### config.mk
export PLATFORM = sky130hd
export DESIGN_NAME = fifo_word_reader
export DESIGN_NICKNAME = d
export VERILOG_FILES = /design/src/rtl/fifo_word_reader.sv
export SDC_FILE = /design/constraint.sdc
export NUM_CORES = 1
export LEC_CHECK = 0
export ABC_AREA = 1
export CAP_MARGIN = 20
export CELL_PAD_IN_SITES_DETAIL_PLACEMENT = 0
export CELL_PAD_IN_SITES_GLOBAL_PLACEMENT = 1
export CORE_AREA = 2 2 104 106
export CTS_CLUSTER_SIZE = 28
export DETAILED_ROUTE_END_ITERATION = 8
export DIE_AREA = 0 0 106 108
export GPL_ROUTABILITY_DRIVEN = 0
export GPL_TIMING_DRIVEN = 0
export PLACE_DENSITY = 0.77
export SYNTH_ARGS = -nofsm -noshare
export SYNTH_HDL_FRONTEND = slang
export SYNTH_SLANG_ARGS = --single-unit
### constraint.sdc
create_clock -name clk -period 1.3 [get_ports clk]
set_input_delay 0.325 -clock clk [delete_from_list [all_inputs] [get_ports clk]]
set_output_delay 0.325 -clock clk [all_outputs]
set_load 0.01 [all_outputs]
### src/rtl/fifo_word_reader.sv
// Byte FIFO read-side consumer: pops bytes with a one-cycle read latency,
// packs BYTES of them little-endian into a word and offers it on valid/ready.
module fifo_word_reader_lane #(
    parameter int DATA_W = 8
) (
    input  logic              clk,
    input  logic              rst,
    input  logic              we,
    input  logic [DATA_W-1:0] d,
    output logic [DATA_W-1:0] q
);
    always_ff @(posedge clk) begin
        if (rst)     q <= '0;
        else if (we) q <= d;
    end
endmodule

module fifo_word_reader #(
    parameter int DATA_W = 8,
    parameter int BYTES  = 4,
    parameter int CNT_W  = 16
) (
    input  logic                    clk,
    input  logic                    rst,
    input  logic                    empty,
    input  logic [DATA_W-1:0]       dout,
    output logic                    rd,
    output logic [DATA_W*BYTES-1:0] m_data,
    output logic                    m_valid,
    input  logic                    m_ready,
    output logic [CNT_W-1:0]        word_count
);
    localparam int            CW       = $clog2(BYTES + 1);
    localparam logic [CW:0]   LVL_LAST = (CW+1)'(BYTES - 1);
    localparam logic [CW-1:0] CNT_LAST = CW'(BYTES - 1);

    logic [CW-1:0]                cnt;
    logic                         pend;
    logic [CW:0]                  level;
    logic                         out_free;
    logic                         accept;
    logic                         last_byte;
    logic [BYTES-2:0][DATA_W-1:0] lanes;

    // bytes already captured plus the one still in flight from the FIFO
    assign level     = {1'b0, cnt} + {{CW{1'b0}}, pend};
    assign out_free  = !m_valid || m_ready;
    assign accept    = m_valid && m_ready;
    assign last_byte = pend && (cnt == CNT_LAST);

    // The final byte of a word is only requested once the output register is
    // guaranteed free at its capture edge, so a completed word never overwrites.
    assign rd = !rst && !empty &&
                ((level < LVL_LAST) || ((level == LVL_LAST) && out_free));

    // The top lane is never stored: it goes straight from dout into m_data.
    for (genvar i = 0; i < BYTES - 1; i++) begin : g_lane
        fifo_word_reader_lane #(.DATA_W(DATA_W)) u_lane (
            .clk (clk),
            .rst (rst),
            .we  (pend && (cnt == CW'(i))),
            .d   (dout),
            .q   (lanes[i])
        );
    end

    always_ff @(posedge clk) begin
        if (rst) begin
            cnt        <= '0;
            pend       <= 1'b0;
            m_valid    <= 1'b0;
            m_data     <= '0;
            word_count <= '0;
        end else begin
            pend <= rd;
            if (accept) word_count <= word_count + CNT_W'(1);
            if (last_byte) begin
                m_data  <= {dout, lanes};
                m_valid <= 1'b1;
                cnt     <= '0;
            end else begin
                if (pend)   cnt     <= cnt + CW'(1);
                if (accept) m_valid <= 1'b0;
            end
        end
    end
endmodule

* Word-level counts from Yosys, hierarchy flattened
Cells that the tools add are included.
** Word-level totals
- Register bits after elaboration :: 77
- Latch bits :: 0
- RAM bits :: 0
- Memory bits (read-only) :: 0
- Input port bits :: 12
- Memories kept :: 0
** Cells by class
- $add $sub $neg :: 3
- Multipliers :: 0
- Div/mod/pow operators :: 0
- $lt $le $gt $ge :: 1
- Eq/ne operators :: 4
- Shift-type cells :: 0
- Mux-type cells :: 2
- Bitwise logic cells :: 0
- Reduce and logical (&&, ||, !) cells :: 16
** Operators with widths (number)
- 16-bit by 1-bit adder with 16-bit output (second input constant) :: 1
- 1-bit logical AND :: 8
- 3-bit by 2-bit == test with 1-bit output (second input constant) :: 2
- 3-bit by 1-bit adder with 4-bit output :: 1
- 4-bit by 2-bit == test with 1-bit output (second input constant) :: 1
- 4-bit by 2-bit < comparator with 1-bit output (second input constant) :: 1
- 3-bit by 1-bit adder with 3-bit output (second input constant) :: 1
- 3-bit by 1-bit == test with 1-bit output (second input constant) :: 1
- 1-bit logical NOT :: 3
- 3-bit logical NOT :: 1
- 1-bit logical OR :: 2
- 1-bit two-way mux :: 2
- 2-bit nonzero test :: 1
- 2-bit OR reduction :: 1

* Depth between registers and ports, before layout
- Depth after elaboration :: 5
- Depth in mapped cells :: 8

* Modules after synthesis
Synthesis repeated with hierarchy kept, for this count alone.
** Unflattened totals
- Cells, all modules :: 462
- Area total of the unflattened synthesis :: 3254.4 um2
** By module, submodules not included
- fifo_word_reader :: instances 1, cells each 309, area each 2229.6 um2, seq. area each 1061.0 um2
- fifo_word_reader_lane :: instances 3, cells each 51, area each 341.6 um2, seq. area each 160.2 um2

* Worst setup path before layout
OpenSTA, ideal clock, no wires.
- Path type :: register to output
- Start point :: register pend
- End point :: output port rd
- Data arrival time :: 1.329 ns
- Setup slack :: -0.354 ns
- Cell stages (with the launch flop) :: 6
- Path through :: dfxtp_1 > ha_1 > ha_1 > nand2_1 > nor2_1 > nor4_1
** On the way
- Longest elaborated chain between the ends :: 5
** RTL lines
- from (decl) :: RTL line 38 : logic pend;
- from (signal assigned) :: RTL line 75 : pend <= rd;
- 3-bit by 1-bit adder with 4-bit output (*) :: RTL line 46 : assign level = {1'b0, cnt} + {{CW{1'b0}}, pend};
- parallel branches: the longest is 2 deep, another holds 4-bit by 2-bit < comparator with 1-bit output
- 1-bit logical OR (*) :: RTL line 54 : ((level < LVL_LAST) || ((level == LVL_LAST) && out_free));
- 1-bit logical AND (*) :: RTL line 53 : assign rd = !rst && !empty &&
- to (decl) :: RTL line 27 : output logic rd,
Mark *: on every way between the ends.

* Final worst setup path
- Start point :: register cnt[0]
- End point :: output port rd
** On the way
- Longest elaborated chain between the ends :: 5
** RTL lines
- from (decl) :: RTL line 37 : logic [CW-1:0] cnt;
- from (signal assigned) :: RTL line 82 : if (pend) cnt <= cnt + CW'(1);
- 3-bit by 1-bit adder with 4-bit output (*) :: RTL line 46
- parallel branches: the longest is 2 deep, another holds 4-bit by 2-bit < comparator with 1-bit output
- 1-bit logical OR (*) :: RTL line 54
- 1-bit logical AND (*) :: RTL line 53
Marked as above.

==> metrics.cfg <==
[outcome]
outcome=finished with violations
violations=negative setup slack

[setup_path]
end_kind=primary output
crit_end=rd
r2r_start=cnt[0]$_SDFFE_PP0P_
crit_path_start=cnt[0]$_SDFFE_PP0P_
cp.required_ns=0.98
r2r-end=m_data[3]$_SDFFE_PP0P_
critPathLaunchType=flip-flop
cp_data_arrival_time_ns=1.60
path_max_fanout=2
worst-setup-path-type=reg -> out
r2r_slack_ns=-0.30
rr_worst_depth=10

[logic_synthesis]
synthArstFlopShare=0
synth_compound_area_frac=0.212
synth-edff-count=0
synth_nets=398
synth-simple-area-share=0.156
synthMuxAreaShare=0
synth_area_leaders=dfxtp_1, o21ai_0, a21oi_1
synth_top_flop_cell=dfxtp_1
synth_cells=378
syn-cell-area_sq_mm=0.00305
synth-seq-area-share=0.506
synthAdderAreaFrac=0.0328
synth.avg_cell_area_sq_um=8.06
synthXorXnorAreaFrac=0
synth_warnings=0
yosysTopAreaCellShare=0.506
synth-seq-cells=77
synth_top_family_by_area=compound AO/OA/AOI/OAI gates
synth.largest_area_cell=dfxtp_1
synth.distinct_cells=30

[floorplan]
die_y_um=108
initial_core_util=0.298
core_area_sq_mm=0.0102
dieArea_sq_mm=0.0114
num_rows=37
ioPinCount=62
die_w_um=106

[global_routing]
grt_pass1_wl_mm=14.4
track_usage=0.161
grt_antenna_before_repair=0
grt_pass1_vias=2948
grt-ovfl-total=0
grt_max_degree=16

[timing]
maxSlewHeadroom=0.484
worst_slack_ns=-0.621
min_period_over_period=1.48
timing.final.max_slew_violations=0
hold_viol=0
skew_ns=0.0154
worst_slew_pin_slew_ns=0.773
rsz0062_at_grt=yes
setup_viol=62
period_needed_ns=1.92
fmax_mhz=520

[drt]
drt-pass1-iter-count=4
drc=0
drt-total-wl_mm=9.25
drt_iter0_drc=109
drt-vias-per-instance=4.69
ant_nets=0
routedWlPerCell_um=14.9
dr_total_vias=2919

[clock_network]
cts_made_buffers=9
tritoncts=done
clk_path_buf_depth=2
cts_root_buf=clkbuf_8
clk_pin_slew_ns=0.09
clock_latency_ns=0.35
holdBufCountCts=0
numClockSinks=77
htreeDepth=3

[final_layout]
instances_no_fill=622
area_growth_pct=67.4
finalNetCount=501
drive_above_1_share=0.570
antennaDiodeCount=0

[hold_path]
hold_class=reg -> reg

[flow_run]
maxCapViolCount=0

[placed_design]
port_buffers=61
dpl.hpwl_mm=5.55
dp_slack_ns=-0.918
dp_cells=575

[power_and_ir_drop]
p_per_area_mw_per_mm2=916
vdd.ir_drop.worst_v=0.000600
p_leak_uw=0.00194

layout by cell type (no fill, tap or decap), types with 9 or more instances in the layout:
cell type | synthesis | routed
inv_1 | 45 | 40
dfxtp_1 | 77 | 39
o21ai_2 | 0 | 36
a21oi_2 | 0 | 35
nand2_1 | 36 | 33
clkbuf_2 | 1 | 30
nor2_1 | 36 | 26
a21oi_1 | 61 | 26
dfxtp_2 | 0 | 25
buf_6 | 2 | 16
o21ai_4 | 0 | 14
dfxtp_4 | 0 | 13
buf_4 | 4 | 12
buf_2 | 4 | 11
clkdlybuf4s15_2 | 0 | 10
nor2_2 | 1 | 9
clkbuf_8 | 0 | 9
clkdlybuf4s50_1 | 0 | 9
cells in the mapped netlist (2+ instances only):
cell type and count:
nor3_4 2, ha_1 8, o21ai_0 62, buf_6 2, dfxtp_1 77, buf_4 4, a21oi_1 61, nand2_1 36
nor4_1 2, nand4_1 4, o21a_1 2, nor2_1 36, nor3_1 2, nand2_4 2, clkbuf_1 5, buf_2 4
inv_1 45, nand2_2 2, nand3_1 10, inv_2 2
critical path, cell delays in order (launching register included):
cell     delay [ns]
dfxtp_4        0.36
ha_4           0.16
ha_4           0.20
nand2_2        0.05
nor2_2         0.05
nor4_4         0.26
buf_2          0.17
flip-flops by register name, summed over array words and instances (netlist names):
name             flops
m_data              32
word_count          16
m_valid              1
pend                 1
cnt                  3
g_lane.u_lane.q     24
how the worst min path moves through the flow:
stage,startpoint,endpoint,slack [ns],cells past startpoint
floorplan,empty,pend$_SDFF_PP0_,0.39,1
global placement,g_lane[2].u_lane.q[6]$_SDFFE_PP0P_,m_data[22]$_SDFFE_PP0P_,0.44,2
detailed placement,g_lane[2].u_lane.q[3]$_SDFFE_PP0P_,m_data[19]$_SDFFE_PP0P_,0.44,2
CTS,g_lane[0].u_lane.q[6]$_SDFFE_PP0P_,m_data[6]$_SDFFE_PP0P_,0.46,2
global route,g_lane[0].u_lane.q[6]$_SDFFE_PP0P_,m_data[6]$_SDFFE_PP0P_,0.46,2
finish,g_lane[0].u_lane.q[6]$_SDFFE_PP0P_,m_data[6]$_SDFFE_PP0P_,0.45,2
through the flow:
stage / utilization / hold WS, ns / cell area [sq um] / setup TNS (ns) / power [uW]
after floorplan: - / 0.393 / 3100 / -0.242 / 2580
after global placement: 0.380 / 0.438 / 3880 / -42.02 / 2690
after detailed placement: 0.380 / 0.445 / 3880 / -43.06 / 2690
after CTS: 0.477 / 0.456 / 4880 / -11.90 / 4660
after global routing: 0.499 / 0.456 / 5100 / -16.57 / 4860
final: 0.499 / 0.446 / 5100 / -13.30 / 4670
cells by family (layout without fill, tap and decap cells):
family | Yosys count | in the layout
flops | 77 | 77
buf+inv | 65 | 173
fa+ha+maj | 8 | 8
simple gates | 101 | 101
compound gates | 127 | 127
routing by layer:
metal	GRT usage	vias up	part of all wire
met3	0.0386	20	0.046
met1	0.203	1361	0.45
met2	0.268	74	0.47
met5	0	-	0
met4	0.0602	0	0.027
li1	-	1464	-
power breakdown:
| group | internal [uW] | switching (uW) | leakage (uW) |
|---|---|---|---|
| Sequential | 2370 | 16.3 | 0.000645 |
| Combinational | 163 | 236 | 0.00120 |
| Clock | 917 | 975 | 0.000102 |
| Total | 3450 | 1230 | 0.00194 |
area by class of cell:
| cell class | count | area [sq um] |
|---|---|---|
| clock inverters | 7 | 83.8 |
| fillers | 905 | 5130 |
| clock buffers | 9 | 124 |
| repair buffers | 94 | 856 |
| plain buffers | 15 | 158 |
| flip-flops and latches | 77 | 1620 |
| inverters | 48 | 204 |
| multi-input cells | 236 | 1880 |
| well taps | 136 | 170 |
what timing repair did:
action | 4_1_cts | 5_1_grt
resized for setup | 309 | 144
setup endpoints to repair | 123 | 116
pin swaps | 19 | 24
setup buffers | 17 | 11
cloned | 6 | 1
Power figures use the tool's default switching activity.
